File: src/rtl/cd_dec_pkg.sv
// Shared types and constants for the RS decoder GF(256) inverter sharing.
// Optional zero-operand shortcut macro: RS_INV_ARB_ZERO_CHECK_EN.
package cd_dec_pkg;

    typedef enum logic [1:0] {
        IDLE  = 2'd0,
        ISSUE = 2'd1,
        WAIT  = 2'd2,
        DONE  = 2'd3
    } state_t;

    localparam logic REQ_C1 = 1'b0;
    localparam logic REQ_C2 = 1'b1;

    localparam int INV_LAT_DEF = 8;

    localparam logic [8:0] GF_POLY = 9'h11D;

    function automatic logic [1:0] req_onehot(input logic idx);
        return idx ? 2'b10 : 2'b01;
    endfunction

endpackage

File: src/rtl/rr_arb2.sv
// Two-requester round-robin selector; pointer names the tie winner.
// Part of rs_inv_arbiter (macro RS_INV_ARB_ZERO_CHECK_EN has no effect here).
module rr_arb2
    import cd_dec_pkg::*;
(
    input  logic [1:0] i_req,
    input  logic       i_ptr,
    output logic [1:0] o_gnt
);

    always_comb begin
        o_gnt = 2'b00;
        unique case (i_req)
            2'b01:   o_gnt[REQ_C1] = 1'b1;
            2'b10:   o_gnt[REQ_C2] = 1'b1;
            2'b11:   o_gnt = req_onehot(i_ptr);
            default: o_gnt = 2'b00;
        endcase
    end

endmodule

File: src/rtl/rs_inv_arbiter.sv
// Shares one external gf256_inv between the C1 and C2 decoders.
// Macro RS_INV_ARB_ZERO_CHECK_EN enables the zero-operand shortcut.
module rs_inv_arbiter
    import cd_dec_pkg::*;
#(
    parameter int INV_LAT = INV_LAT_DEF
) (
    input  logic       i_clk,
    input  logic       i_res,
    input  logic [1:0] i_req,
    input  logic [7:0] i_x0,
    input  logic [7:0] i_x1,
    output logic [1:0] o_gnt,
    output logic       o_inv_start,
    output logic [7:0] o_inv_x,
    input  logic [7:0] i_inv_y,
    output logic [7:0] o_y,
    output logic [1:0] o_vld,
    output logic [1:0] o_zero_err,
    output logic       o_busy
);

    localparam int CW = (INV_LAT > 1) ? $clog2(INV_LAT) : 1;
    localparam logic [CW-1:0] CNT_LOAD = CW'(INV_LAT - 1);

    state_t        r_state;
    state_t        w_state_nxt;
    logic          r_ptr;
    logic          r_owner;
    logic [CW-1:0] r_cnt;
    logic [7:0]    r_x;
    logic [7:0]    r_y;
    logic [1:0]    r_vld;

    logic [1:0]    w_arb_gnt;
    logic          w_win;
    logic [7:0]    w_win_x;
    logic          w_win_zero;
    logic          w_take;
    logic          w_short;
    logic          w_fin;
    logic          w_start;
    logic          w_cnt_load;

    rr_arb2 u_arb (
        .i_req (i_req),
        .i_ptr (r_ptr),
        .o_gnt (w_arb_gnt)
    );

    assign w_win   = w_arb_gnt[REQ_C2];
    assign w_win_x = w_win ? i_x1 : i_x0;

    always_ff @(posedge i_clk) begin
        if (i_res) begin
            r_state <= IDLE;
        end else begin
            r_state <= w_state_nxt;
        end
    end

    always_comb begin
        w_state_nxt = r_state;
        w_take      = 1'b0;
        w_short     = 1'b0;
        w_fin       = 1'b0;
        w_start     = 1'b0;
        w_cnt_load  = 1'b0;
        unique case (r_state)
            IDLE: begin
                if (i_req != 2'b00) begin
                    w_take = 1'b1;
                    if (w_win_zero) begin
                        w_short     = 1'b1;
                        w_state_nxt = DONE;
                    end else begin
                        w_state_nxt = ISSUE;
                    end
                end
            end
            ISSUE: begin
                w_start     = 1'b1;
                w_cnt_load  = 1'b1;
                w_state_nxt = WAIT;
            end
            WAIT: begin
                if (r_cnt == '0) begin
                    w_fin       = 1'b1;
                    w_state_nxt = DONE;
                end
            end
            DONE: begin
                w_state_nxt = IDLE;
            end
            default: begin
                w_state_nxt = IDLE;
            end
        endcase
    end

    // Result and completion are registered on entry to DONE so they
    // are visible during the DONE cycle itself.
    always_ff @(posedge i_clk) begin
        if (i_res) begin
            r_ptr   <= REQ_C1;
            r_owner <= REQ_C1;
            r_cnt   <= '0;
            r_x     <= 8'h00;
            r_y     <= 8'h00;
            r_vld   <= 2'b00;
        end else begin
            if (w_take) begin
                r_owner <= w_win;
                r_x     <= w_win_x;
            end
            if (w_cnt_load) begin
                r_cnt <= CNT_LOAD;
            end else if (r_state == WAIT && r_cnt != '0) begin
                r_cnt <= r_cnt - 1'b1;
            end
            if (w_fin) begin
                r_y <= i_inv_y;
            end else if (w_short) begin
                r_y <= 8'h00;
            end
            if (w_fin) begin
                r_vld <= req_onehot(r_owner);
            end else if (w_short) begin
                r_vld <= req_onehot(w_win);
            end else begin
                r_vld <= 2'b00;
            end
            if (r_state == DONE) begin
                r_ptr <= ~r_owner;
            end
        end
    end

`ifdef RS_INV_ARB_ZERO_CHECK_EN
    logic [1:0] r_zerr;

    assign w_win_zero = (w_win_x == 8'h00);

    always_ff @(posedge i_clk) begin
        if (i_res) begin
            r_zerr <= 2'b00;
        end else if (w_short) begin
            r_zerr <= req_onehot(w_win);
        end else begin
            r_zerr <= 2'b00;
        end
    end

    assign o_zero_err = i_res ? 2'b00 : r_zerr;
`else
    assign w_win_zero = 1'b0;
    assign o_zero_err = 2'b00;
`endif

    assign o_gnt       = (w_take && !i_res) ? w_arb_gnt : 2'b00;
    assign o_inv_start = w_start && !i_res;
    assign o_inv_x     = i_res ? 8'h00 : r_x;
    assign o_y         = i_res ? 8'h00 : r_y;
    assign o_vld       = i_res ? 2'b00 : r_vld;
    assign o_busy      = (r_state != IDLE) && !i_res;

endmodule

File: config.mk
export PLATFORM = sky130hd
export DESIGN_NAME = rs_inv_arbiter
export DESIGN_NICKNAME = d
export VERILOG_FILES = /design/src/rtl/cd_dec_pkg.sv /design/src/rtl/rr_arb2.sv /design/src/rtl/rs_inv_arbiter.sv
export SDC_FILE = /design/constraint.sdc
export NUM_CORES = 1
export LEC_CHECK = 0
export ABC_AREA = 1
export CAP_MARGIN = 10
export CORE_UTILIZATION = 46
export DETAILED_ROUTE_END_ITERATION = 10
export HOLD_SLACK_MARGIN = 0.08
export PLACE_DENSITY = 0.95
export SYNTH_ARGS = -nofsm -noshare
export SYNTH_HDL_FRONTEND = slang
export SYNTH_SLANG_ARGS = --single-unit
File: constraint.sdc
create_clock -name i_clk -period 2 [get_ports i_clk]
set_input_delay 0.2 -clock i_clk [delete_from_list [all_inputs] [get_ports i_clk]]
set_output_delay 0.2 -clock i_clk [all_outputs]
set_load 0.01 [all_outputs]
==> metrics.txt <==
# TYPE chip_impl_metric gauge
chip_impl_info{name="status",value="completed"} 1
chip_impl_metric{name="die_h",unit="um"} 55.7
chip_impl_metric{name="placement.io_buffers",unit=""} 49
chip_impl_info{name="synth_top_family_by_area",value="simple AND/OR/NAND/NOR gates"} 1
chip_impl_metric{name="postSynthRegisterBits",unit=""} 25
chip_impl_metric{name="core_area",unit="um^2"} 2730
chip_impl_metric{name="power_total",unit="mW"} 1.92
chip_impl_metric{name="synth.avg_cell_area",unit="um^2"} 6.53
chip_impl_metric{name="syn-instance-count",unit=""} 203
chip_impl_metric{name="routed_length_on_met3",unit="um"} 74
chip_impl_metric{name="cells_after_dpl",unit=""} 284
chip_impl_metric{name="async_flop_share",unit="%"} 0
chip_impl_metric{name="vias_in_the_first_global_route",unit=""} 1306
chip_impl_metric{name="routed-via-count",unit=""} 1328
chip_impl_metric{name="min_delay_path_depth",unit=""} 3
chip_impl_metric{name="min_tclk_post_route",unit="ns"} 1.86
chip_impl_metric{name="cts.sinks",unit=""} 25
chip_impl_info{name="highest_metal_used",value="met4"} 1
chip_impl_metric{name="ant_nets",unit=""} 0
chip_impl_metric{name="cp.required",unit="ns"} 1.80
chip_impl_metric{name="finished_layout_cells",unit=""} 288
chip_impl_metric{name="synth_compound_gate_area_share",unit="%"} 9.25
chip_impl_metric{name="ff_latch_area",unit="um^2"} 502
chip_impl_metric{name="via_cell_ratio",unit=""} 4.61
chip_impl_info{name="tritoncts_clock_tree",value="built"} 1
chip_impl_metric{name="placement_rows",unit=""} 19
chip_impl_info{name="synth.cells.most_frequent",value="sky130_fd_sc_hd__nand2_1 (51), sky130_fd_sc_hd__inv_1 (46), sky130_fd_sc_hd__nor2_1 (27)"} 1
chip_impl_metric{name="number_of_drc_violations_after_detailed_routing",unit=""} 0
chip_impl_metric{name="synthesis.area",unit="um^2"} 1330
chip_impl_metric{name="antenna_violations_before_repair",unit=""} 0
chip_impl_metric{name="cellLeakagePower",unit="nW"} 0.978
chip_impl_metric{name="report.final.setup_viol",unit=""} 0
chip_impl_metric{name="post_synth_xor_area_fraction",unit="%"} 0
chip_impl_metric{name="worst_ir_drop_vdd",unit="mV"} 0.709
chip_impl_metric{name="worstPathArrival",unit="ns"} 1.66
chip_impl_metric{name="yosysWarningCount",unit=""} 0
chip_impl_metric{name="remaining_global_route_overflow",unit=""} 0
chip_impl_metric{name="grt_start_max_net_pins",unit=""} 16
chip_impl_info{name="worst_path_most_repeated_cell",value="sky130_fd_sc_hd__clkdlybuf4s50_1"} 1
chip_impl_info{name="crit_path_start_kind",value="input pin"} 1
chip_impl_metric{name="cts-root-to-sink-buffers",unit=""} 2
chip_impl_metric{name="setup_total_negative_slack",unit="ns"} 0
chip_impl_metric{name="avgRoutedWirePerCell",unit="um"} 10.2
chip_impl_metric{name="crit_fanout",unit=""} 8
chip_impl_metric{name="dr_wl_met2",unit="um"} 1490
chip_impl_metric{name="drt_iter0_drc",unit=""} 45
chip_impl_metric{name="place_worst_setup_slack",unit="ns"} 0.111
chip_impl_metric{name="skew",unit="ns"} 0.00678
chip_impl_metric{name="drv.max_cap_violation_count",unit=""} 0
chip_impl_metric{name="synthToLayoutAreaGrowth",unit="%"} 43.1
chip_impl_info{name="clk_root_buffer_cell",value="sky130_fd_sc_hd__clkbuf_4"} 1
chip_impl_info{name="yosys.area.top_type",value="sky130_fd_sc_hd__dfxtp_1"} 1
chip_impl_metric{name="rr_worst_depth",unit=""} 5
chip_impl_metric{name="timing.critical_path.slowest_cell_delay",unit="ns"} 0.56
chip_impl_metric{name="setup_fix_bufs_post_cts",unit=""} 0
chip_impl_metric{name="detailedPlacementHpwl",unit="um"} 2250
chip_impl_metric{name="synthSimpleGateAreaFrac",unit="%"} 30.9
chip_impl_metric{name="yosys.cell_types.count",unit=""} 19
chip_impl_metric{name="dieArea",unit="um^2"} 3100
chip_impl_info{name="worst_path_max_delay_cell",value="sky130_fd_sc_hd__clkdlybuf4s50_1"} 1
chip_impl_info{name="grt_setup_unrepaired",value="false"} 1
chip_impl_metric{name="cts.htree.levels",unit=""} 1
chip_impl_metric{name="cts-buffers-inserted",unit=""} 3
chip_impl_metric{name="layout_worst_path_cycle_share",unit="%"} 92.8
chip_impl_info{name="path_delay_family",value="buffers and inverters"} 1
chip_impl_info{name="timing.setup.critical_path_class",value="in2out"} 1
chip_impl_metric{name="finish.utilization",unit="%"} 69.4
chip_impl_info{name="yosysMostFrequentCell",value="sky130_fd_sc_hd__nand2_1"} 1
chip_impl_metric{name="register_area_share_after_synthesis",unit="%"} 37.7
chip_impl_metric{name="filler_cell_count",unit=""} 213
chip_impl_metric{name="design.final.nets",unit=""} 292
chip_impl_metric{name="post_route_met1_wirelength",unit="um"} 1350
chip_impl_metric{name="achievable-frequency",unit="MHz"} 539
chip_impl_metric{name="global_route_wire_length_before_repair",unit="um"} 5290
chip_impl_metric{name="yosys-mux-area-fraction",unit="%"} 0
chip_impl_metric{name="floorplan.initialDensity",unit="%"} 48.5
chip_impl_metric{name="die_w",unit="um"} 55.7
chip_impl_metric{name="hold_viol",unit=""} 0
chip_impl_info{name="crit_path_cell_trace",value="clkdlybuf4s50_1 -> buf_4 -> nor2_1 -> clkdlybuf4s50_1"} 1
chip_impl_metric{name="synthAdderAreaFrac",unit="%"} 5.66
chip_impl_info{name="hold_path_class",value="in2reg"} 1
chip_impl_metric{name="drt_first_pass_iters",unit=""} 6
chip_impl_metric{name="worst_skew_pair.late_latency",unit="ns"} 0.33
chip_impl_metric{name="number_of_top_level_pins",unit=""} 52
chip_impl_metric{name="yosys.area.top_type_share",unit="%"} 37.7
chip_impl_metric{name="postLayoutSetupSlackWorst",unit="ns"} 0.144
chip_impl_metric{name="timing.critical_path.depth",unit=""} 4
chip_impl_metric{name="routed_wl",unit="um"} 2950
chip_impl_metric{name="final_layout_size_suffix_gt1_share",unit="%"} 7.39
chip_impl_metric{name="worstPathBufferInverterCount",unit=""} 3
chip_impl_info{name="synth_area_leaders",value="sky130_fd_sc_hd__dfxtp_1 (38%), sky130_fd_sc_hd__nand2_1 (14%), sky130_fd_sc_hd__inv_1 (13%)"} 1
chip_impl_metric{name="p_per_area",unit="nW/um^2"} 1010
chip_impl_metric{name="synth-edff-count",unit=""} 0
chip_impl_metric{name="multiInputGateArea",unit="um^2"} 618
chip_impl_metric{name="post_cts_hold_buffer_count",unit=""} 0
chip_impl_info{name="synth_ff_type",value="sky130_fd_sc_hd__dfxtp_1"} 1
chip_impl_metric{name="antennaDiodeCount",unit=""} 0
chip_impl_metric{name="grt_util_all_layers",unit="%"} 21.1
chip_impl_metric{name="slew_violations",unit=""} 0
chip_impl_metric{name="clk_pin_slew",unit="ns"} 0.15
chip_impl_info{name="worst_setup_path_end_kind",value="output pin"} 1
chip_impl_metric{name="globalplace.congestion",unit=""} 0.753
-- metrics by stage --
stage                     hold slack, ns  instance area [um^2]
after floorplan                    0.350                  1330
after global placement             0.443                  1870
after detailed placement           0.448                  1870
after CTS                          0.418                  1900
after global routing               0.432                  1900
final                              0.431                  1900
-- area by class of cell --
| cell class | instances | share of cell area [%] |
|---|---|---|
| multi-input combinational | 126 | 32.6 |
| inverter | 47 | 9.29 |
| timing repair buffer | 55 | 28.1 |
| clock buffer | 3 | 1.19 |
| tap | 31 | 2.04 |
| sequential | 25 | 26.4 |
| clock inverter | 1 | 0.396 |
-- final timing paths --
kind / end / from / slack [ns]
max reg2reg: r_y[3]$_SDFFE_PP0P_ / r_state[0]$_SDFFE_PP0P_ / 0.56
min reg2reg: r_vld[0]$_SDFF_PP0_ / r_owner$_SDFFE_PP0N_ / 0.48
max: o_inv_x[3] / i_res / 0.14
min: r_y[6]$_SDFFE_PP0P_ / i_inv_y[6] / 0.43
-- worst register-to-register path, cell delays in order (launching register included) --
cell	delay, ns
sky130_fd_sc_hd__dfxtp_1	0.36
sky130_fd_sc_hd__inv_1	0.11
sky130_fd_sc_hd__ha_1	0.32
sky130_fd_sc_hd__nand3_1	0.32
sky130_fd_sc_hd__nor2_1	0.18
sky130_fd_sc_hd__a21oi_1	0.06
-- layout by cell type, fill, tap and decap left out, drive strengths merged --
cell type	n
clkdlybuf4s50	47
and2	1
nand3b	1
dfxtp	25
nor2	28
nand4	1
a21oi	14
inv	47
nand3	16
ha	6
buf	6
clkinvlp	1
nand2	51
dlygate4sd2	2
o21ai	6
clkbuf	3
conb	2
-- kinds of logic after synthesis --
logic type                 Yosys count
AOI/OAI and AO/OA                   20
and+or+nand+nor                     98
buffers and inverters               53
adders and majority gates            6
other                                1
DFF                                 25
-- what timing repair did --
| item | 4_1_cts | 5_1_grt |
|---|---|---|
| resized for setup | 3 | 1 |
| pin swaps | 0 | 0 |
| endpoints found under the setup margin | 2 | 1 |
-- registers in the layout, summed over array words and instances (netlist names) --
name and count:
r_x 8, r_y 8, r_owner 1, r_state 2, r_ptr 1, r_cnt 3
r_vld 2
-- where the power goes --
part	leakage (nW)	internal, mW	switching, mW
clock network	0.0139	0.0766	0.164
registers	0.205	0.658	0.0664
logic	0.759	0.423	0.529
-- metal layers --
layer	GRT usage [%]	vias to the layer above
li1	-	706
met5	0	-
met1	23.5	590
met3	1.86	4
met4	8.57	0
met2	40.6	28
(Power assumes the default switching activity.)
==> patch: new RTL, config.mk and constraints unchanged <==
Encoding of `state_t`: now Gray code (2 bits for 4 states).
--- a/src/rtl/cd_dec_pkg.sv
+++ b/src/rtl/cd_dec_pkg.sv
@@ -3,10 +3,10 @@
 package cd_dec_pkg;
 
     typedef enum logic [1:0] {
-        IDLE  = 2'd0,
-        ISSUE = 2'd1,
-        WAIT  = 2'd2,
-        DONE  = 2'd3
+        IDLE  = 2'b00,
+        ISSUE = 2'b01,
+        WAIT  = 2'b11,
+        DONE  = 2'b10
     } state_t;
 
     localparam logic REQ_C1 = 1'b0;
Function: same outputs for any inputs over 10 cycles, from zero or initial values; not proved beyond that.
==> patch against the unedited design <==
- sequential cell count stayed put
- global-route usage is 1.7 points lower
- area after synthesis is 4.8% lower
- synthesized cell count is 3.4% lower
- critical path type is now reg -> out
- cell area is 3.2% lower
- setup slack worse by 27 ps
- core utilization is 2.8 points higher
- wire length is 6.4% lower
Power is not compared: it rests on default switching activity, and its combinational part moved more than twofold at a synthesized area within 25%.
==> patch: results (changes against the unedited design) <==
Outcome
  • Run status: completed

CTS
  • Buffers inserted by post-CTS timing repair: 0 (unchanged)
  • Maximum clock path buffer count: 2 (unchanged)
  • Clock slew at the register clock pins of the worst setup and hold paths: 140 ps
  • Worst-skew pair later-pin latency: 310 ps (-20 ps)
  • Total of cells resized after clock tree synthesis: 1 (-2)

Synthesis
  • Register area share after synthesis: 39.6% (+1.9 points)
  • Top cell types by occurrence after synthesis: 53 x nand2_1, 46 x inv_1, 25 x dfxtp_1, 17 x nor2_1, 15 x nand3_1
  • Number of library cell types mapped by synthesis: 20 (+1)
  • Count of synthesis-stage warnings from yosys: 0 (unchanged)
  • Largest cells by area after synthesis: dfxtp_1 40%, nand2_1 16%, inv_1 14%

Routing
  • Post-Route M1 WL: 1.20 mm (-11%)
  • TritonRoute pass-1 iters: 4 (-2)
  • Met3 Wirelength: 185 µm (+150%)
  • Total Routed Length: 2.76 mm (-6.4%)
  • Detailed Route Iter0 Violations: 11 (-76%)
  • Met2 Routed Length: 1.35 mm (-8.9%)
  • Via density per instance: 4.47 (-3.1%)

Final layout
  • Net count, final: 282 (-3.4%)
  • Fraction of layout cells with a size suffix above 1: 7.97% (+0.58 points)
  • Number of filler cells placed in the layout: 224 (+5.2%)

STA
  • Final-report hold violation count: 0 (unchanged)
  • Fin Clk Skew: 8.92 ps (+2.14 ps)

Global routing
  • Global routing met1 resource utilization: 20.7% (-2.8 points)
  • Vias in the first global route: 1027 (-21%)
  • Maximum number of pins on one net before global-route repair: 17 (+1)
  • Global-route usage over all layers: 19.4% (-1.7 points)
  • Wire length of the first global-routing pass: 4.14 mm (-22%)
  • Met2 routing resource usage after global routing: 36.0% (-4.6 points)
  • Met3 capacity usage during global routing: 5.00% (+3.1 points)

Place
  • Weighted congestion reported at the end of routability-driven placement: 0.723 (-3.9%)
  • Port Buffer Count: 49 (unchanged)
  • Final HPWL DP: 2.11 mm (-6.1%)

Worst setup path
  • CP arrival: 1680 ps (+20 ps)
  • Maximum net fanout on the critical path: 6 (-2)
  • Delay of the slowest cell on the worst path: 550 ps

Min path
  • Hold Path Class: reg -> reg

Power and ir drop
  • Leak: 0.943 nW
==> patch: cell types whose count changed in the layout (fill, tap and decap cells not counted), moves of 2 or more <==
cell	change
a21oi_1	-2
nor2_1	-11
nor3_1	+8
nand2_1	+2
nand2_2	+2
clkinv_2	+2
ha_1	-3
==> patch: cell type report <==
type                    instances  share of cell area, %
multi-input cells             118                   30.1
repair buffers                 55                   29.1
flip-flops and latches         25                   27.2
inverters                      49                   10.1
well taps                      30                   2.04
clock buffers                   3                   1.23
clock inverters                 1                  0.272
==> patch: stage by stage <==
step / std cells / cell area (µm²) / setup slack [ps] / util [%] / total power [mW]
2_1_floorplan: 197 / 1270 / 834 / - / 0.706
3_3_place_gp: 277 / 1810 / 79.4 / 71.1 / 0.820
3_5_place_dp: 277 / 1810 / 49.4 / 71.1 / 0.828
4_1_cts: 281 / 1840 / 76.3 / 72.1 / 1.04
5_1_grt: 281 / 1840 / 30.7 / 72.2 / 1.10
6_report: 281 / 1840 / 117 / 72.2 / 1.04
==> patch: final timing paths <==
path | from | endpoint | slack (ps) | depth (start not counted)
worst max-delay path | r_state[0]$_SDFFE_PP0P_ | o_gnt[1] | 120 | 4
worst min register to register | r_owner$_SDFFE_PP0N_ | r_vld[0]$_SDFF_PP0_ | 440 | 1
worst max register to register | r_cnt[0]$_SDFFE_PP0P_ | r_cnt[0]$_SDFFE_PP0P_ | 700 | 8
worst min-delay path | r_owner$_SDFFE_PP0N_ | r_vld[0]$_SDFF_PP0_ | 440 | 1
==> patch: logic make-up (layout without fill, tap and decap cells) <==
group	after synthesis	after routing	share of synthesized area (%)
AND/OR/NAND/NOR	97	97	33.5
other	1	2	0.297
buffers and inverters	54	108	17.0
AO/OA/AOI/OAI	17	17	7.53
adder cells (fa/ha/maj)	2	2	1.98
flip-flops	25	25	39.6
